<file path="src/rtl/div_unit.sv">
// ============================================================================
// div_unit
// ----------------------------------------------------------------------------
// Multi-cycle radix-2 restoring divider for the EX stage (MIPS DIV / DIVU).
// One quotient bit is produced per cycle, so a division takes WIDTH cycles of
// iteration plus one accept cycle and one result cycle. While a division is in
// flight the unit asks the hazard unit to freeze F/D/E through stall_div.
//
// Ports:
//   clk        rising-edge clock
//   rst        synchronous reset, active-high
//   a          dividend (rs, post-forwarding)
//   b          divisor  (rt, post-forwarding)
//   signed_div 1 = DIV (two's complement), 0 = DIVU
//   start      divide instruction present in E, held high until ready
//   annul      abort the current operation (E-stage flush / exception)
//   result     {remainder, quotient} = {HI, LO}, held until the next result
//   ready      one-cycle pulse, result is valid in this cycle
//   stall_div  stall request to the hazard unit
// ============================================================================
module div_unit #(
    parameter int WIDTH = 32
) (
    input  logic               clk,
    input  logic               rst,
    input  logic [WIDTH-1:0]   a,
    input  logic [WIDTH-1:0]   b,
    input  logic               signed_div,
    input  logic               start,
    input  logic               annul,
    output logic [2*WIDTH-1:0] result,
    output logic               ready,
    output logic               stall_div
);

    localparam int CW = (WIDTH > 1) ? $clog2(WIDTH) : 1;

    typedef enum logic [1:0] {
        IDLE,
        ON,
        DIV_ZERO,
        END
    } state_t;

    state_t           state;
    logic [CW-1:0]    counter;

    // dividend_q starts out holding the dividend magnitude; each iteration
    // shifts its MSB into the partial remainder and a quotient bit into its
    // LSB, so after WIDTH iterations it holds the unsigned quotient.
    logic [WIDTH-1:0] dividend_q;
    logic [WIDTH:0]   divisor_mag;
    logic [WIDTH:0]   part_rem;
    logic             q_neg;
    logic             r_neg;

    logic [WIDTH-1:0] a_mag;
    logic [WIDTH:0]   b_mag;
    logic [WIDTH:0]   shifted;
    logic [WIDTH+1:0] trial;
    logic             q_bit;
    logic [WIDTH:0]   rem_next;
    logic [WIDTH-1:0] quo_next;
    logic [WIDTH-1:0] final_q;
    logic [WIDTH-1:0] final_r;

    // Operand magnitudes and one restoring step. The dividend magnitude of the
    // most negative value (2^(W-1)) still fits in WIDTH unsigned bits; the
    // divisor gets an extra bit so the trial subtraction is always unsigned.
    always_comb begin
        a_mag    = (signed_div && a[WIDTH-1]) ? -a : a;
        b_mag    = {1'b0, ((signed_div && b[WIDTH-1]) ? -b : b)};
        shifted  = {part_rem[WIDTH-1:0], dividend_q[WIDTH-1]};
        trial    = {1'b0, shifted} - {1'b0, divisor_mag};
        q_bit    = ~trial[WIDTH+1];
        rem_next = q_bit ? trial[WIDTH:0] : shifted;
        quo_next = {dividend_q[WIDTH-2:0], q_bit};
        final_q  = q_neg ? -quo_next : quo_next;
        final_r  = r_neg ? -rem_next[WIDTH-1:0] : rem_next[WIDTH-1:0];
    end

    // Control FSM and datapath registers. The result is committed on the edge
    // that enters END, so annul arriving in END cannot disturb it.
    always_ff @(posedge clk) begin
        if (rst) begin
            state       <= IDLE;
            counter     <= '0;
            result      <= '0;
            ready       <= 1'b0;
            dividend_q  <= '0;
            divisor_mag <= '0;
            part_rem    <= '0;
            q_neg       <= 1'b0;
            r_neg       <= 1'b0;
        end else begin
            ready <= 1'b0;
            case (state)
                IDLE: begin
                    if (start && !annul) begin
                        counter     <= '0;
                        part_rem    <= '0;
                        dividend_q  <= a_mag;
                        divisor_mag <= b_mag;
                        q_neg       <= signed_div & (a[WIDTH-1] ^ b[WIDTH-1]);
                        r_neg       <= signed_div & a[WIDTH-1];
                        state       <= (b == '0) ? DIV_ZERO : ON;
                    end
                end
                ON: begin
                    if (annul) begin
                        state <= IDLE;
                    end else begin
                        part_rem   <= rem_next;
                        dividend_q <= quo_next;
                        counter    <= counter + CW'(1);
                        if (counter == CW'(WIDTH - 1)) begin
                            result <= {final_r, final_q};
                            ready  <= 1'b1;
                            state  <= END;
                        end
                    end
                end
                DIV_ZERO: begin
                    // Architecturally unpredictable; zero keeps it deterministic.
                    result <= '0;
                    ready  <= 1'b1;
                    state  <= END;
                end
                END: begin
                    state <= IDLE;
                end
                default: begin
                    state <= IDLE;
                end
            endcase
        end
    end

    // The stall drops in END so the divide advances in the ready cycle. The
    // IDLE term covers the accepting cycle itself.
    always_comb begin
        stall_div = !rst && ((state == IDLE && start && !annul) ||
                             state == ON || state == DIV_ZERO);
    end

endmodule

</file>
<file path="config.mk">
export PLATFORM = sky130hd
export DESIGN_NAME = div_unit
export DESIGN_NICKNAME = d
export VERILOG_FILES = /design/src/rtl/div_unit.sv
export SDC_FILE = /design/constraint.sdc
export NUM_CORES = 1
export LEC_CHECK = 0
export BUFFER_PORTS_ARGS = -buffer_cell sky130_fd_sc_hd__buf_2
export CAP_MARGIN = 20
export CORE_MARGIN = 4
export CORE_UTILIZATION = 45
export CTS_BUF_LIST = sky130_fd_sc_hd__clkbuf_16
export DETAILED_ROUTE_END_ITERATION = 12
export PLACE_DENSITY = 0.74
export REMOVE_ABC_BUFFERS = 1
export SLEW_MARGIN = 20
export SYNTH_ARGS = -nofsm -noshare
export SYNTH_HDL_FRONTEND = slang
export SYNTH_SLANG_ARGS = --single-unit
</file>
<file path="constraint.sdc">
create_clock -name clk -period 12.2 [get_ports clk]
set_input_delay 0.61 -clock clk [delete_from_list [all_inputs] [get_ports clk]]
set_output_delay 0.61 -clock clk [all_outputs]
set_load 0.01 [all_outputs]
</file>
======== Word level (Yosys, flattened, before mapping) ========
Index checks and enable logic that the tools add are counted.
word-level totals
  output and inout bits ................... 66
  memory bits (read-only) ................. 0
  memory bits (writable) .................. 0
  bits in registers ....................... 170
  word-level logic and storage cells ...... 70
  input port bits ......................... 69
  memories ................................ 0
  latch bits .............................. 0
operators by class
  shift operators ......................... 0
  reduce and logical (&&, ||, !) cells .... 18
  $lt $le $gt $ge ......................... 0
  $add $sub $neg .......................... 6
  equality and inequality tests ........... 8
  $mul .................................... 0
  muxes and demuxes ....................... 25
  div/mod/pow operators ................... 0
  bitwise gates (word level) .............. 4
operators with widths
  kind                                            count
  2-to-1 mux 32 bit                               9
  2-to-1 mux 64 bit                               2
  negator 32 bit                                  4
  one-hot mux 32 bit (2 select lines)             2
  one-hot mux 64 bit (2 select lines)             1
  subtractor 33 x 32 -> 34 bit                    1
  zero test 32 bit                                1
  2-to-1 mux 5 bit                                2
  one-hot mux 5 bit (2 select lines)              1
  2-to-1 mux 2 bit                                4
  one-hot mux 2 bit (4 select lines)              1
  logical AND 1 bit                               6
  inequality test 2 bit (second input constant)   3
  AND reduction 3 bit                             2
  adder 5 x 1 -> 5 bit (second input constant)    1
  == test 5 bit (second input constant)           1
  == test 2 bit (second input constant)           2
  AND reduction 2 bit                             2
  nonzero test 2 bit                              2
  inequality test 3 bit (second input constant)   1
  bitwise AND 1 bit                               2
  == test 2 x 1 -> 1 bit (second input constant)  1
  zero test 1 bit                                 2
  zero test 2 bit                                 1
  other kinds (5)                                 7

======== Longest topological paths before layout ========
Gate-level depths: netlist of the first run.
  word-level depth ........................ 7
  mapped depth ............................ 26
  depth with buffers taken out ............ 22

======== Worst setup path after synthesis of the first run ========
OpenSTA, ideal clock, no wires.
  path kind ............................... reg2reg
  from .................................... register part_rem[12]
  to ...................................... register result[58]
  data required time ...................... 12.083 ns
  path buffers ............................ 4
  slack ................................... 6.820 ns
  period minus slack after synthesis ...... 5.380 ns
  library setup time ...................... 0.117 ns
  stages on the path, launching flop included .. 25
  arrival ................................. 5.264 ns
  path through ............................ dfxtp_1 -> ha_1 -> buf_2 -> nand4_2 -> nor3_2 -> o211ai_1 -> a2111oi_1 -> or3_4 -> buf_6 -> clkbuf_1 -> clkbuf_1 -> nand2_1 -> o21ai_0 -> ha_1 -> nand2_1 -> nor4b_1 -> o22ai_1 -> or4_1 -> or3_1 -> a2bb2o_1 -> nor2_1 -> nand3_1 -> o41ai_1 -> xor2_1 -> a22o_1
on the way
  word-level cells in the longest chain between the ends .. 7
ends and longest elaborated chain
  what                                     line  source
  start: declaration                       53    logic [WIDTH:0] part_rem;
  start signal: assignment                 113   part_rem <= rem_next;
  subtractor 33 x 32 -> 34 bit             74    trial = {1'b0, shifted} - {1'b0, divisor_mag};
  2-to-1 mux 32 bit (*)                    76    rem_next = q_bit ? trial[WIDTH:0] : shifted;
  negator 32 bit                           79    final_r = r_neg ? -rem_next[WIDTH-1:0] : rem_next[WIDTH-1:0];
  2-to-1 mux 32 bit (*)                    79
  2-to-1 mux 64 bit (*)                    116   if (counter == CW'(WIDTH - 1)) begin
  2-to-1 mux 64 bit (*)                    110   if (annul) begin
  one-hot mux 64 bit (2 select lines) (*)  97    case (state)
  end signal: assignment                   117   result <= {final_r, final_q};
  end: declaration                         31    output logic [2*WIDTH-1:0] result,
Mark *: on every way between the ends. The rest lies on a longest branch, timed or not. The select of a mux whose other input is x is not followed.
A chain may end at the register's enable or synchronous reset.

======== Final worst setup path of the first run ========
  from .................................... register part_rem[7]
  to ...................................... register result[58]
Same word-level chain as after synthesis.

==> results.json, run 1 <==
{
  "hold_viol": 0,
  "crit_required_ns": 12.53,
  "fin_nets": 1729,
  "io_buffers": 134,
  "synth_flop_cell": "dfxtp_1",
  "rsz0062_at_grt": "no",
  "antenna_left": 0,
  "grt_pass1_vias": 11000,
  "ys_ff_latch": 170,
  "dieArea_um2": 28200,
  "start_util_pct": 45.6,
  "drive_gt1_share_pct": 13.2,
  "grt_usage_pct": 23.2,
  "die_y_um": 168,
  "synthesis.instances": 1542,
  "cp_data_arrival_time_ns": 6.35,
  "num_rows": 58,
  "cts_tree": "yes",
  "max-clock-path-buffers": 2,
  "worst-setup-path-type": "flop to flop",
  "tns_ns": 0,
  "critPathMaxFanout": 39,
  "avgRoutedWirePerCell_um": 17.0,
  "ir_drop_mv": 0.0815,
  "yosys_warnings": 0,
  "insertion_delay_ns": 0.44,
  "synth_top_area_share_pct": 29.6,
  "ys_seq_area_share_pct": 29.6,
  "hold_ws_ns": 0.448,
  "drt_wl_total_um": 33400,
  "cp-end-kind": "flop",
  "place.gp.congestion": 0.947,
  "synth-compound-area-share_pct": 26.1,
  "synth.avg_cell_area_um2": 7.45,
  "antenna_found_initial": 1,
  "cpMostUsedCell": "ha_1",
  "vias": 11500,
  "cts_hold_buf": 0,
  "max_cap_viol_count": 0,
  "cts_buffers": 17,
  "yosys.area_share.adder_pct": 4.64,
  "die_x_um": 168,
  "async_reset_ff_share_pct": 0,
  "synth_top_area_cell": "dfxtp_1",
  "synth_edf_count": 0,
  "grt_pass1_wl_um": 54900,
  "crit_chain": "ha_1 > a21oi_1 > o21ai_2 > a221oi_2 > a2111oi_1 > or3_4 > o21ai_0 > ha_1 > nand2_1 > nor4b_1 > o22ai_1 > or4_1 > or3_1 > a2bb2o_1 > nor2_1 > nand3_1 > o41ai_1 > xor2_1 > a22o_1",
  "post_cts_resized": 0,
  "clock-root-buffer": "clkbuf_16",
  "finalCritPeriodShare_pct": 49.4,
  "slowest_stage": "or3_4",
  "drtPass1Iterations": 5,
  "drc": 0,
  "status": "finished, final reports clean",
  "clkTransAtPathRegs_ns": 0.07,
  "leakage_uw": 0.00511,
  "worstMarginPinSlew_ns": 1.10,
  "netlist_top_cells_area": "dfxtp_1 30%, nand2_1 6.7%, xor2_1 6.0%, nor2_1 5.7%, a21oi_1 5.4%",
  "hp-class": "primary input to flop",
  "pin_count": 135,
  "fin_area_um2": 12900,
  "syn2layout_area_growth_pct": 12.3,
  "hpwl_um": 24600,
  "via_per_inst": 5.84,
  "globalRouteOverflowTotal": 0,
  "htree_num_levels": 4,
  "drv_slew": 0,
  "synth_top_family_by_area": "compound AO/OA/AOI/OAI gates",
  "min_period_ns": 6.02,
  "max_freq_mhz": 166,
  "grt_max_degree": 64,
  "core-area_um2": 25200,
  "postCtsSetupBuffers": 0,
  "finalSetupViolCount": 0,
  "power_density_nw_per_um2": 156,
  "syn_area_um2": 11500,
  "clkSinkCount": 170,
  "slew_headroom_pct": 26.7,
  "finClkSkew_ns": 0.0112,
  "final_util_pct": 51.2,
  "slowest_delay_ns": 0.61,
  "synthMuxAreaShare_pct": 1.32,
  "synthSimpleGateAreaFrac_pct": 22.8,
  "dpl_cell_area_um2": 12300,
  "start_kind": "flop",
  "synth_xor_area_share_pct": 10.5,
  "yosysUniqueCellTypes": 76,
  "drtIter0Drc": 865
}
==> synthesized netlist by cell type, drive strengths merged (9+ instances only) <==
master and number:
nand2 204, nor2 174, dfxtp 170, a21oi 125, o21ai 116, xor2 79, clkbuf 75, xnor2 59
inv 55, a22oi 50, ha 41, nor3 38, a211oi 35, nand3 32, a31oi 28, o31ai 26
or3 21, nor4 17, buf 15, mux2i 14, or4 14, o41ai 13, nand2b 12, a21o 10
nor2b 10, o211ai 9, o21a 9, or2 9
==> through the flow <==
| stage | total power [uW] | instances | setup slack (ns) |
|---|---|---|---|
| detailed placement | 1470 | 1928 | 6.38 |
| global placement | 1460 | 1928 | 6.68 |
| CTS | 2010 | 1960 | 6.35 |
| floorplan | 1240 | 1452 | 7.24 |
| finish | 2010 | 1962 | 6.18 |
| global route | 2140 | 1962 | 5.78 |
==> metal layers <==
layer | vias to the layer above | global-route usage [%] | routed length (um)
li1 | 5675 | - | -
met4 | 0 | 7.59 | 908
met2 | 356 | 39.1 | 15700
met5 | - | 0 | 0
met3 | 63 | 3.47 | 1790
met1 | 5357 | 30.6 | 15000
==> path summary, 6_finish.rpt <==
kind	start	endpoint	slack, ns	cells after the start
max	part_rem[7]$_SDFFE_PP0P_	result[58]$_SDFFE_PP0P_	6.18	19
min	b[0]	divisor_mag[0]$_SDFFE_PP0P_	0.45	3
max reg2reg	part_rem[7]$_SDFFE_PP0P_	result[58]$_SDFFE_PP0P_	6.18	19
min reg2reg	result[63]$_SDFFE_PP0P_	result[63]$_SDFFE_PP0P_	0.45	2
==> critical path: cells and delay by family (launching register included) <==
kind            cells  cell delay [ns]
fa+ha+maj           2             0.68
compound gates      9             2.41
simple gates        7             2.19
flops               1             0.48
xor+xnor            1             0.11
==> state kept, by name, summed over array words and instances (netlist names) <==
name / flops
q_neg: 1
counter: 5
dividend_q: 32
result: 64
part_rem: 32
r_neg: 1
state: 2
ready: 1
divisor_mag: 32
==> final cells by class <==
type	count	area (um^2)
repair buffers	147	771
diodes	1	2.50
clock buffers	17	425
flip-flops and latches	170	3400
clock inverters	15	140
inverters	55	209
multi-input cells	1227	7530
well taps	330	413
fillers	2445	12300
==> cell families after synthesis <==
logic type      Yosys count
simple gates            567
compound gates          465
flops                   170
buf+inv                 145
xor+xnor                138
fa+ha+maj                42
mux                      15
==> report_power, final <==
group | switching (uW) | internal, uW | leakage [uW] | total (uW)
Clock | 253 | 285 | 0.000275 | 538
Combinational | 552 | 284 | 0.00346 | 836
Sequential | 42.4 | 597 | 0.00138 | 639
==> placed cells by master, fill, tap and decap left out, types with 28 or more instances in the layout <==
cell type    n
nor3_1      36
nand3_1     31
inv_1       55
xnor2_1     59
o21ai_0     95
a211oi_1    34
dfxtp_1    170
nor2_1     173
xor2_1      79
buf_2      133
a22oi_1     50
nand2_1    204
ha_1        41
a21oi_1    122
a31oi_1     28
(Power assumes the default switching activity.)
==> run 2: changes to the inputs <==
clock period = 6.1 ns   (was 12.2 ns; I/O delays follow)
==> results.json, run 2 (synthesis gave the netlist of run 1 again) <==
{
  "worst-setup-path-type": "flop to flop",
  "final_util_pct": 51.3,
  "tns_ns": 0,
  "r2r_slack_ns": 0.61,
  "cts_tree": "yes",
  "largest_register_ffs": 64,
  "postCtsSetupBuffers": 0,
  "antenna_left": 0,
  "clkTransAtPathRegs_ns": 0.07,
  "avgRoutedWirePerCell_um": 17.1,
  "max-clock-path-buffers": 2,
  "use_met2_pct": 39.0,
  "drive_gt1_share_pct": 13.5,
  "hold_ws_ns": 0.121,
  "dp_slack_ns": 0.707,
  "grt_pass1_wl_um": 54700,
  "clock-root-buffer": "clkbuf_16",
  "r2r_cells": 19,
  "rsz0062_at_grt": "no",
  "max_cap_viol_count": 0,
  "cts_buffers": 17,
  "worstHoldEndpoint": "divisor_mag[0]$_SDFFE_PP0P_",
  "finalSetupViolCount": 0,
  "n_fill_cell": 2483,
  "grt_util_met1_pct": 31.4,
  "slew_headroom_pct": 46.9,
  "leakage_uw": 0.00513,
  "ir_drop_mv": 0.164,
  "drt_wl_total_um": 33500,
  "drtPass1Iterations": 5,
  "busiest_layer": "met2",
  "drtIter0Drc": 833,
  "core-area_um2": 25200,
  "cp_data_arrival_time_ns": 5.82,
  "grt_usage_pct": 23.3,
  "hp-class": "primary input to flop",
  "worstMarginPinSlew_ns": 0.792,
  "syn2layout_area_growth_pct": 12.5,
  "status": "finished, final reports clean",
  "final_common_cell": "nand2_1",
  "hold_viol": 0,
  "final_cell_mix": "204 x nand2_1, 172 x nor2_1, 170 x dfxtp_1",
  "finClkSkew_ns": 0.0127,
  "io_buffers": 134,
  "fin_ws_ns": 0.614,
  "regToRegStartpoint": "part_rem[11]$_SDFFE_PP0P_",
  "drv_slew": 0,
  "power_density_nw_per_um2": 313,
  "htree_num_levels": 4,
  "vias": 11300,
  "fin_nets": 1731,
  "globalRouteOverflowTotal": 0,
  "cp-end-kind": "flop",
  "min_period_ns": 5.49,
  "crit_required_ns": 6.44,
  "hold_start": "b[0]",
  "insertion_delay_ns": 0.44,
  "grt_max_degree": 64,
  "seq_area_um2": 3400,
  "place.gp.congestion": 0.945,
  "start_kind": "flop",
  "critPathMaxFanout": 6,
  "grt_pass1_vias": 10700,
  "multi_input_area_um2": 7550,
  "max_freq_mhz": 182,
  "regMostFlops": "result",
  "pin_count": 135,
  "hold-path-cell-count": 3,
  "antenna_found_initial": 1,
  "reg2reg_to": "result[58]$_SDFFE_PP0P_",
  "clkSinkCount": 170,
  "die_x_um": 168,
  "post_cts_resized": 0,
  "met3_usage_pct": 3.19,
  "dieArea_um2": 28200,
  "cts_hold_buf": 0,
  "die_y_um": 168,
  "via_per_inst": 5.78,
  "hpwl_um": 25000,
  "finalCritPeriodShare_pct": 89.9,
  "start_util_pct": 45.6,
  "num_rows": 58,
  "drc": 0
}
## run 2: worst max-delay path: stages, from the launching register on
cell,delay [ns]
dfxtp_1,0.45
ha_1,0.34
a21oi_1,0.27
o21ai_1,0.15
a221oi_2,0.36
a2111oi_1,0.13
or3_4,0.42
o21ai_0,0.31
ha_1,0.32
nand2_1,0.10
nor4b_1,0.28
o22ai_1,0.18
or4_1,0.44
or3_1,0.35
a2bb2o_1,0.30
nor2_1,0.15
nand3_1,0.17
o41ai_1,0.34
xor2_1,0.11
a22o_1,0.20
## run 2: per-layer routing
layer | routed length [um] | share of wire [%] | vias up
met4 | 728 | 2.2 | 0
met2 | 16100 | 48 | 334
met1 | 15100 | 45 | 5315
li1 | - | - | 5648
met5 | 0 | 0 | -
met3 | 1610 | 4.8 | 47
## run 2: worst max path at each step
stage                                      startpoint  cells past startpoint                      end  slack, ns
after global placement      part_rem[11]$_SDFFE_PP0P_                     19  result[58]$_SDFFE_PP0P_       0.90
after CTS                   part_rem[13]$_SDFFE_PP0P_                     19  result[58]$_SDFFE_PP0P_       0.70
after global routing        part_rem[13]$_SDFFE_PP0P_                     19  result[58]$_SDFFE_PP0P_       0.23
final                       part_rem[11]$_SDFFE_PP0P_                     19  result[58]$_SDFFE_PP0P_       0.61
after detailed placement    part_rem[13]$_SDFFE_PP0P_                     19  result[58]$_SDFFE_PP0P_       0.71
after floorplan           divisor_mag[1]$_SDFFE_PP0P_                     20  result[58]$_SDFFE_PP0P_       1.14
## run 2: metrics by stage
| stage | total power, uW | instances | instance area, um^2 |
|---|---|---|---|
| 6_report | 4050 | 1963 | 12900 |
| 5_1_grt | 4300 | 1963 | 12900 |
| 4_1_cts | 4040 | 1962 | 12900 |
| 3_5_place_dp | 2960 | 1931 | 12300 |
| 3_3_place_gp | 2940 | 1931 | 12300 |
| 2_1_floorplan | 2470 | 1452 | 11100 |
## run 2: area by class of cell
class	instances	area share [%]
Clock buffer	17	3.29
Timing Repair Buffer	149	6.08
Inverter	55	1.62
Multi-Input combinational cell	1227	58.4
Clock inverter	14	1.06
Antenna cell	1	0.0194
Tap cell	330	3.20
Sequential cell	170	26.3
## run 2: power by group
part           switching, uW  leakage, uW  internal (uW)
sequential              84.9      0.00138           1190
combinational           1120      0.00347            571
clock                    505     0.000279            571
total                   1710      0.00513           2340
